**src/rtl/ram_dump_reader_pkg.sv**
```systemverilog
// Shared types and default widths for the RAM dump reader.
// Build option RAM_DUMP_CHECKSUM_EN adds the CHK state (8-bit sum trailer beat).
package ram_dump_reader_pkg;

  localparam int unsigned ADDR_W_DEF = 16;
  localparam int unsigned DATA_W_DEF = 8;
  localparam int unsigned CHK_W      = 8;

  typedef enum logic [2:0] {
    IDLE,
    ISSUE,
    WAIT,
    SEND,
`ifdef RAM_DUMP_CHECKSUM_EN
    CHK,
`endif
    DONE
  } state_t;

endpackage : ram_dump_reader_pkg

```
**src/rtl/ram_dump_reader_if.sv**
```systemverilog
// Control, RAM read port and output stream of the dump reader in one bundle.
// master = the reader, slave = controller/RAM/sink side.
interface ram_dump_reader_if
  import ram_dump_reader_pkg::*;
#(
  parameter int unsigned ADDR_W = ADDR_W_DEF,
  parameter int unsigned DATA_W = DATA_W_DEF
);

  logic              start;
  logic [ADDR_W-1:0] base_addr;
  logic [ADDR_W-1:0] length;
  logic              busy;
  logic              done;
  logic [ADDR_W-1:0] mem_address;
  logic [DATA_W-1:0] mem_q;
  logic              out_valid;
  logic              out_ready;
  logic [DATA_W-1:0] out_data;
  logic              out_last;

  modport master (
    input  start, base_addr, length, mem_q, out_ready,
    output busy, done, mem_address, out_valid, out_data, out_last
  );

  modport slave (
    output start, base_addr, length, mem_q, out_ready,
    input  busy, done, mem_address, out_valid, out_data, out_last
  );

endinterface : ram_dump_reader_if

```
**src/rtl/dump_addr_counter.sv**
```systemverilog
// Read address and remaining-word counter for one dump.
// Address wraps modulo 2^ADDR_W; last flags the final word.
module dump_addr_counter #(
  parameter int unsigned ADDR_W = 16
) (
  input  logic              clk,
  input  logic              reset,
  input  logic              load,
  input  logic              inc,
  input  logic [ADDR_W-1:0] base,
  input  logic [ADDR_W-1:0] len,
  output logic [ADDR_W-1:0] addr,
  output logic              last
);

  logic [ADDR_W-1:0] count;

  // load wins over inc; inc advances address and consumes one word
  always_ff @(posedge clk or negedge reset) begin
    if (!reset) begin
      addr  <= '0;
      count <= '0;
    end else if (load) begin
      addr  <= base;
      count <= len;
    end else if (inc) begin
      addr  <= addr + ADDR_W'(1);
      count <= count - ADDR_W'(1);
    end
  end

  assign last = (count == ADDR_W'(1));

endmodule : dump_addr_counter

```
**src/rtl/ram_dump_reader.sv**
```systemverilog
// Streams length words from a registered-output RAM starting at base_addr.
// Define RAM_DUMP_CHECKSUM_EN to append an 8-bit modular sum as the last beat.
module ram_dump_reader
  import ram_dump_reader_pkg::*;
#(
  parameter int unsigned ADDR_W = ADDR_W_DEF,
  parameter int unsigned DATA_W = DATA_W_DEF
) (
  input  logic               clk,
  input  logic               reset,
  ram_dump_reader_if.master  bus
);

  state_t            state;
  state_t            state_nx;
  logic              load;
  logic              inc;
  logic              cnt_last;
  logic [ADDR_W-1:0] addr;
  logic              hs;

  logic              busy_nx;
  logic              valid_nx;
  logic              last_nx;
  logic [DATA_W-1:0] data_nx;

`ifdef RAM_DUMP_CHECKSUM_EN
  logic [CHK_W-1:0]  sum;
  logic [CHK_W-1:0]  sum_nx;
`endif

  // address register doubles as the RAM read address, so it only moves on entry to ISSUE
  dump_addr_counter #(.ADDR_W(ADDR_W)) u_cnt (
    .clk   (clk),
    .reset (reset),
    .load  (load),
    .inc   (inc),
    .base  (bus.base_addr),
    .len   (bus.length),
    .addr  (addr),
    .last  (cnt_last)
  );

  assign bus.mem_address = addr;
  assign hs              = bus.out_valid && bus.out_ready;

  always_ff @(posedge clk or negedge reset) begin
    if (!reset) state <= IDLE;
    else        state <= state_nx;
  end

  always_comb begin
    state_nx = state;
    load     = 1'b0;
    inc      = 1'b0;
    data_nx  = bus.out_data;
`ifdef RAM_DUMP_CHECKSUM_EN
    sum_nx   = sum;
`endif
    case (state)
      IDLE: begin
        if (bus.start) begin
`ifdef RAM_DUMP_CHECKSUM_EN
          sum_nx = '0;
`endif
          if (bus.length == '0) begin
            state_nx = DONE;
          end else begin
            load     = 1'b1;
            state_nx = ISSUE;
          end
        end
      end
      ISSUE: state_nx = WAIT;
      WAIT: begin
        data_nx  = bus.mem_q;
        state_nx = SEND;
      end
      SEND: begin
        if (hs) begin
`ifdef RAM_DUMP_CHECKSUM_EN
          sum_nx = sum + CHK_W'(bus.out_data);
`endif
          if (cnt_last) begin
`ifdef RAM_DUMP_CHECKSUM_EN
            data_nx  = DATA_W'(sum_nx);
            state_nx = CHK;
`else
            state_nx = DONE;
`endif
          end else begin
            inc      = 1'b1;
            state_nx = ISSUE;
          end
        end
      end
`ifdef RAM_DUMP_CHECKSUM_EN
      CHK: if (hs) state_nx = DONE;
`endif
      DONE:    state_nx = IDLE;
      default: state_nx = IDLE;
    endcase

    busy_nx = (state_nx != IDLE);
`ifdef RAM_DUMP_CHECKSUM_EN
    valid_nx = (state_nx == SEND) || (state_nx == CHK);
    last_nx  = (state_nx == CHK);
`else
    valid_nx = (state_nx == SEND);
    last_nx  = (state_nx == SEND) && cnt_last;
`endif
  end

  // status/stream outputs track the next state; done trails the DONE state by one cycle
  always_ff @(posedge clk or negedge reset) begin
    if (!reset) begin
      bus.busy      <= 1'b0;
      bus.done      <= 1'b0;
      bus.out_valid <= 1'b0;
      bus.out_last  <= 1'b0;
      bus.out_data  <= '0;
    end else begin
      bus.busy      <= busy_nx;
      bus.done      <= (state == DONE);
      bus.out_valid <= valid_nx;
      bus.out_last  <= last_nx;
      bus.out_data  <= data_nx;
    end
  end

`ifdef RAM_DUMP_CHECKSUM_EN
  always_ff @(posedge clk or negedge reset) begin
    if (!reset) sum <= '0;
    else        sum <= sum_nx;
  end
`endif

endmodule : ram_dump_reader
```
**src/flat_wrapper.sv**
```systemverilog
// flat-port wrapper written by rule: the top's interface ports become plain ports
module ram_dump_reader_flat import ram_dump_reader_pkg::*;
#(
  parameter int unsigned ADDR_W = ADDR_W_DEF,
  parameter int unsigned DATA_W = DATA_W_DEF
)
  (clk, reset, bus_start, bus_base_addr, bus_length, bus_mem_q, bus_out_ready, bus_busy, bus_done, bus_mem_address, bus_out_valid, bus_out_data, bus_out_last);
  ram_dump_reader_if #(.ADDR_W(ADDR_W), .DATA_W(DATA_W)) bus_i ();
  input  logic clk;
  input  logic reset;
  input wire logic [$bits(bus_i.start)-1:0] bus_start;
  input wire logic [$bits(bus_i.base_addr)-1:0] bus_base_addr;
  input wire logic [$bits(bus_i.length)-1:0] bus_length;
  input wire logic [$bits(bus_i.mem_q)-1:0] bus_mem_q;
  input wire logic [$bits(bus_i.out_ready)-1:0] bus_out_ready;
  output wire logic [$bits(bus_i.busy)-1:0] bus_busy;
  output wire logic [$bits(bus_i.done)-1:0] bus_done;
  output wire logic [$bits(bus_i.mem_address)-1:0] bus_mem_address;
  output wire logic [$bits(bus_i.out_valid)-1:0] bus_out_valid;
  output wire logic [$bits(bus_i.out_data)-1:0] bus_out_data;
  output wire logic [$bits(bus_i.out_last)-1:0] bus_out_last;
  assign bus_i.start = bus_start;
  assign bus_i.base_addr = bus_base_addr;
  assign bus_i.length = bus_length;
  assign bus_i.mem_q = bus_mem_q;
  assign bus_i.out_ready = bus_out_ready;
  assign bus_busy = bus_i.busy;
  assign bus_done = bus_i.done;
  assign bus_mem_address = bus_i.mem_address;
  assign bus_out_valid = bus_i.out_valid;
  assign bus_out_data = bus_i.out_data;
  assign bus_out_last = bus_i.out_last;
  ram_dump_reader #(.ADDR_W(ADDR_W), .DATA_W(DATA_W)) u_core (.clk(clk), .reset(reset), .bus(bus_i));
endmodule
```
**config.mk**
```make
export PLATFORM = sky130hd
export DESIGN_NAME = ram_dump_reader_flat
export DESIGN_NICKNAME = d
export VERILOG_FILES = /design/src/rtl/ram_dump_reader_pkg.sv /design/src/rtl/ram_dump_reader_if.sv /design/src/rtl/dump_addr_counter.sv /design/src/rtl/ram_dump_reader.sv /design/src/flat_wrapper.sv
export SDC_FILE = /design/constraint.sdc
export NUM_CORES = 1
export LEC_CHECK = 0
export ABC_AREA = 1
export BUFFER_PORTS_ARGS = -buffer_cell sky130_fd_sc_hd__buf_2
export CAP_MARGIN = 20
export CORE_AREA = 4 4 126 116
export DETAILED_ROUTE_END_ITERATION = 7
export DIE_AREA = 0 0 130 120
export GPL_TIMING_DRIVEN = 1
export SETUP_SLACK_MARGIN = 0.15
export SYNTH_ARGS = -nofsm -noshare
export SYNTH_HDL_FRONTEND = slang
export SYNTH_SLANG_ARGS = --single-unit
```
**constraint.sdc**
```tcl
create_clock -name clk -period 1.98 [get_ports clk]
set_input_delay 0.198 -clock clk [delete_from_list [all_inputs] [get_ports clk]]
set_output_delay 0.198 -clock clk [all_outputs]
set_load 0.02 [all_outputs]
```
==> metrics.md, run 1 <==
| Metric | Value |
|---|---|
| Run status | completed |
| First-pass GRT wire length | 13000 um |
| Root Driver | clkbuf_16 |
| Slew headroom | 61.4% |
| Sw power | 2440 uW |
| Pwr Total | 5210 uW |
| Sequential-to-total area share from yosys stat | 39.1% |
| Total congestion overflow | 0 |
| Gr usage total | 10.3% |
| Synth top area cells | dfrtp_1 (39%), nand2_1 (22%), nand3_2 (6.3%), nand3_1 (5.5%), nor2_1 (5.5%) |
| Final HPWL DP | 5900 um |
| Mapped cell area | 0.00301 mm^2 |
| Final #Nets | 537 |
| Maximum VDD drop | 0.000488 V |
| Synth cell types | 29 |
| Fill count | 1478 |
| Residual DRC | 0 |
| Power Dens Cells | 1410 mW/mm^2 |
| Final Wtd Congestion | 0.799 |
| Count of input and output buffers | 71 |
| Final period util | 81.6% |
| Crit path capture type | flop |
| Count of final setup violators | 0 |
| Post-synth EDFFs | 0 |
| Vias | 2695 |
| Main synth FF type | dfrtp_1 |
| I/O Pins | 72 |
| WS Path Type | reg -> reg |
| Vert. Die Dim | 120 um |
| Switching Share | 46.9% |
| Min cycle time layout | 1620 ps |
| Worst Hold Class | in -> reg |
| DRT Pass-1 Iters | 4 |
| H-tree depth | 2 |
| Clock sink total | 47 |
| Worst-Skew Late Latency | 290 ps |
| CP Launch Type | flop |
| DR WL/cell | 11.7 um |
| YS warnings | 0 |
| Yosys top cell area share | 39.1% |
| Die width | 130 um |
| Leak | 0.00197 uW |
| Initial Utilization | 22.8% |
| Mapped Cells | 416 |
| Fmax | 619 MHz |
| DR vias/cell | 4.08 |
| CTS buffer count | 5 |
| Largest net degree at the start of global routing | 32 |
| Worst Skew | 9.88 ps |
| Cell with the most instances after synthesis | nand2_1 |
| Initial DRC count | 125 |
| Synth Net Count | 463 |
| Synth Register Bits | 47 |
| Avg Synthesized Cell Area | 7.23 um^2 |
| Placeable Area | 0.0132 mm^2 |
| Synthesis-to-finish area growth | 22.6% |
| Row count | 40 |
| Asr flop ratio synth | 100% |
| Final max-slew violation count | 0 |
| Post-DRT Antenna Nets | 0 |
| Share of layout cells above drive strength 1 | 26.9% |
| CTS clock-pin slew for the worst setup and hold paths | 70 ps |
| Maxcap violations | 0 |
| Unrepaired setup endpoints after global routing | yes |
| Die area | 0.0156 mm^2 |
| Register share of total power | 34.3% |
| Clock network power share | 17.0% |
| Worst path required time | 2210 ps |
| Maximum net fanout on the critical path | 31 |
| P_int | 2770 uW |
| Wirelength, routed | 7700 um |
| Slew @ Worst Pin | 579 ps |
| TNS Setup | 0 ps |
| Vias in the first global route | 2666 |
| Largest buffer count on any clock path | 2 |
| Final Core Density | 27.9% |
| WP data arrival | 1840 ps |
| CTS tree | yes |
| Initial antenna violation count | 1 |
| Final Hold Vio Count | 0 |
| Gate power share | 48.7% |
| Area leader, netlist | dfrtp_1 |
| Synth cell count leaders | nand2_1 (173), dfrtp_1 (47), nor2_1 (44), nand3_1 (33), inv_1 (29) |
==> cells by family (layout without fill, tap and decap cells) <==
group / Yosys count / after routing / share of synthesized area [%]
flops: 47 / 47 / 39.1
other cells: 0 / 1 / 0
simple gates: 303 / 303 / 46.7
compound gates: 8 / 8 / 1.50
xor+xnor: 13 / 13 / 3.79
fa+ha+maj: 3 / 3 / 1.25
buf+inv: 42 / 117 / 7.62
==> flip-flops by register name, indices dropped and copies added, names as in the netlist <==
signal,cells
u_core.u_cnt.count,16
u_core.u_cnt.addr,16
u_core.bus.out_valid,1
u_core.bus.done,1
u_core.bus.out_data,8
u_core.bus.out_last,1
u_core.state,3
u_core.bus.busy,1
==> cells in the final DEF (no fill, tap or decap), drive strengths merged, types with 2 or more instances in the layout <==
master and instances:
buf 74, clkbuf 6, clkinv 2, dfrtp 47, ha 3, inv 33
nand2 190, nand3 52, nand4 4, nor2 50, nor3 4, o21ai 5
or2 2, xnor2 4, xor2 9
==> per-stage QoR <==
step	hold slack [ps]	std cells	instance area [um^2]	setup WS, ps
CTS	94.8	659	3680	246
floorplan	-97.6	416	3010	403
global route	107	660	3690	147
finish	101	660	3690	364
global placement	242	650	3510	292
detailed placement	254	650	3510	276
==> area by class of cell <==
type                            instances  area, um^2  area share, %
Antenna cell                            1        2.50         0.0679
Clock buffer                            6         139           3.77
Clock inverter                          2        16.3          0.441
Inverter                               34         139           3.77
Multi-Input combinational cell        327        1600           43.5
Sequential cell                        47        1180           31.9
Tap cell                              168         210           5.70
Timing Repair Buffer                   75         400           10.9
==> worst paths after layout <==
check                      cells after the start                      to                    from  slack, ps
hold / removal                                 3  u_core.bus.out_data[6]            bus_mem_q[6]        100
setup reg to reg                              10   u_core.u_cnt.count[5]   u_core.u_cnt.count[1]        360
setup / recovery                              10   u_core.u_cnt.count[5]   u_core.u_cnt.count[1]        360
max in group asynchronous                      3    u_core.u_cnt.addr[4]                   reset       1000
min in group asynchronous                      2  u_core.u_cnt.count[14]                   reset        440
hold reg to reg                                2  u_core.bus.out_data[0]  u_core.bus.out_data[0]        470
==> routing by layer <==
metal  GRT usage, %  up-vias  share of wire, %
met2           16.8       41                48
met1           13.9     1202                48
li1               -     1446                 -
met4           3.12        0               1.1
met5              0        -                 0
met3           1.82        6               3.1
==> repair_timing <==
item,in CTS,in global routing
hold buffers,1,0
hold endpoints to repair,23,0
endpoints found under the setup margin,0,14
resized for setup,0,5
setup buffers,0,0
==> critical path, stage by stage (launching register included) <==
cell	delay (ps)
dfrtp_1	400
inv_1	90
ha_1	160
nand2_1	80
nor2_4	120
nand3_2	100
nand2_4	130
nand2_4	100
inv_8	200
nand2_1	100
nand3_2	60
==> power by group through the flow <==
stage	Sequential [uW]	Clock [uW]	Combinational [uW]
2_1_floorplan	1990	0	1740
3_3_place_gp	1810	0	2550
5_1_grt	1860	960	2910
3_5_place_dp	1800	0	2560
6_report	1780	886	2540
4_1_cts	1790	915	2570
Note: power is estimated with default switching activity, not from simulation.
==> run 2, diff against run 1 <==
Clock period 1.98 ns to 1.4 ns, I/O delays scaled along.
==> metrics.md, run 2 (synthesized netlist as in run 1, its figures left out) <==
| Metric | Value |
|---|---|
| Maxcap violations | 0 |
| Largest net degree at the start of global routing | 32 |
| Die area | 0.0156 mm^2 |
| Crit path capture type | flop |
| Power Dens Cells | 2080 mW/mm^2 |
| Register area | 0.00118 mm^2 |
| Worst Skew | 4.52 ps |
| Run status | finished with violations |
| CP Launch Type | flop |
| Top flop regs | u_core.u_cnt.addr: 16 flops, u_core.u_cnt.count: 16 flops, u_core.bus.out_data: 8 flops |
| Crit-path max cell delay | 410 ps |
| Final max-slew violation count | 0 |
| Clock sink total | 47 |
| Share of layout cells above drive strength 1 | 48.5% |
| Fmax | 641 MHz |
| Maximum net fanout on the critical path | 7 |
| CTS buffer count | 5 |
| Post-route setup slack | -160 ps |
| Initial Utilization | 22.8% |
| Critical path's most frequent cell | nand2_4 |
| Leak | 0.00258 uW |
| Worst Hold Class | in -> reg |
| Final Core Density | 36.4% |
| Commonest non-fill, non-tap cell in the layout | nand2_1 |
| I/O Pins | 72 |
| Placement Cell Area | 0.00415 mm^2 |
| Vert. Die Dim | 120 um |
| Root Driver | clkbuf_16 |
| DRT Pass-1 Iters | 4 |
| Min cycle time layout | 1560 ps |
| Final Hold Vio Count | 0 |
| H-tree depth | 2 |
| Count of final setup violators | 33 |
| Footprint of the multi-input gates | 0.00192 mm^2 |
| Most frequent cells in the layout | nand2_1 (145), buf_4 (81), buf_2 (71) |
| Initial DRC count | 165 |
| Slew headroom | 71.1% |
| Vias in the first global route | 3157 |
| Worst-Skew Late Latency | 280 ps |
| Count of input and output buffers | 71 |
| Placeable Area | 0.0132 mm^2 |
| Largest buffer count on any clock path | 2 |
| Synthesis-to-finish area growth | 60.2% |
| Place WS | -222 ps |
| Initial antenna violation count | 0 |
| Wirelength, routed | 9080 um |
| Worst path bufs/invs | 3 |
| Final #Nets | 628 |
| Fill count | 1393 |
| Final HPWL DP | 6650 um |
| Worst path required time | 1620 ps |
| CTS clock-pin slew for the worst setup and hold paths | 60 ps |
| Die width | 130 um |
| Final Cell Area | 0.00482 mm^2 |
| Residual DRC | 0 |
| WS Path Type | reg -> reg |
| CTS tree | yes |
| Maximum VDD drop | 0.000802 V |
| Final period util | 111% |
| Family with the most delay on the worst path | simple AND/OR/NAND/NOR gates |
| Failing checks | negative setup slack |
| Pwr Total | 9990 uW |
| DR vias/cell | 4.20 |
| Post-DRT Antenna Nets | 0 |
| Final Wtd Congestion | 0.813 |
| Vias | 3147 |
| Crit path max-delay cell type | dfrtp_1 |
| Gr usage total | 11.4% |
| Row count | 40 |
| Total congestion overflow | 0 |
| DR WL/cell | 12.1 um |
| Unrepaired setup endpoints after global routing | yes |
| Crit-path cells | inv_2 > ha_4 > nand2_4 > nor2_4 > nand3_4 > nand2_4 > nand2_4 > clkinv_8 > clkbuf_16 > nand2_2 > nand3_2 |
| WP data arrival | 1780 ps |
| Ant diodes | 0 |
| Flop-to-flop setup slack | -160 ps |
| Slew @ Worst Pin | 434 ps |
| First-pass GRT wire length | 14600 um |
run 2: cell count changes in the layout (fill, tap and decap cells not counted), moves of 8 or more:
cell     delta
nor2_1      -9
nand3_1     -8
nand2_2     +8
buf_4      +79
nand2_1    -28
nand2_4    +20
run 2: tightest hold or removal path, stage by stage:
cell and delay [ps]:
buf_2 70, nand2_1 40, nand2_1 50
run 2: timing repair:
action / CTS / global route
pin swaps: 8 / 13
endpoints found under the hold margin: 15 / 0
hold buffers: 1 / 0
gates resized for setup: 39 / 56
setup buffers: 12 / 3
setup endpoints to repair: 35 / 44
cloned: 0 / 2
run 2: layout make-up:
type,count,area share [%]
Clock buffer,8,3.25
Tap cell,168,4.36
Inverter,34,3.17
Multi-Input combinational cell,327,39.9
Sequential cell,47,24.5
Timing Repair Buffer,166,24.8
run 2: layer usage:
layer	vias to the layer above	part of all wire (%)	GRT usage (%)
met5	-	0	0
met4	0	1.2	2.60
met3	8	4.6	2.14
met2	63	48	18.9
met1	1445	46	15.4
li1	1631	-	-
run 2: path summary, 6_finish.rpt:
| path | from | end | cells past startpoint |
|---|---|---|---|
| worst max-delay path | u_core.u_cnt.count[1] | u_core.u_cnt.count[0] | 11 |
| worst min-delay path | bus_mem_q[4] | u_core.bus.out_data[4] | 3 |
| worst max register to register | u_core.u_cnt.count[1] | u_core.u_cnt.count[0] | 11 |
| worst min register to register | u_core.bus.out_data[3] | u_core.bus.out_data[3] | 2 |
| max in group asynchronous | reset | u_core.u_cnt.addr[13] | 3 |
| min in group asynchronous | reset | u_core.u_cnt.addr[2] | 2 |
run 2: through the flow:
stage                     instances  hold slack (ps)  TNS (ps)
after floorplan                 416             -156     -40.0
after global placement          724              113     -4290
after detailed placement        724              109     -5730
after CTS                       745             52.0     -2390
after global routing            750             63.6     -6950
final                           750             55.3     -3840
run 2: where the power goes:
group	internal, uW	switching, uW
Combinational	2950	3330
Clock	762	507
Sequential	1930	515
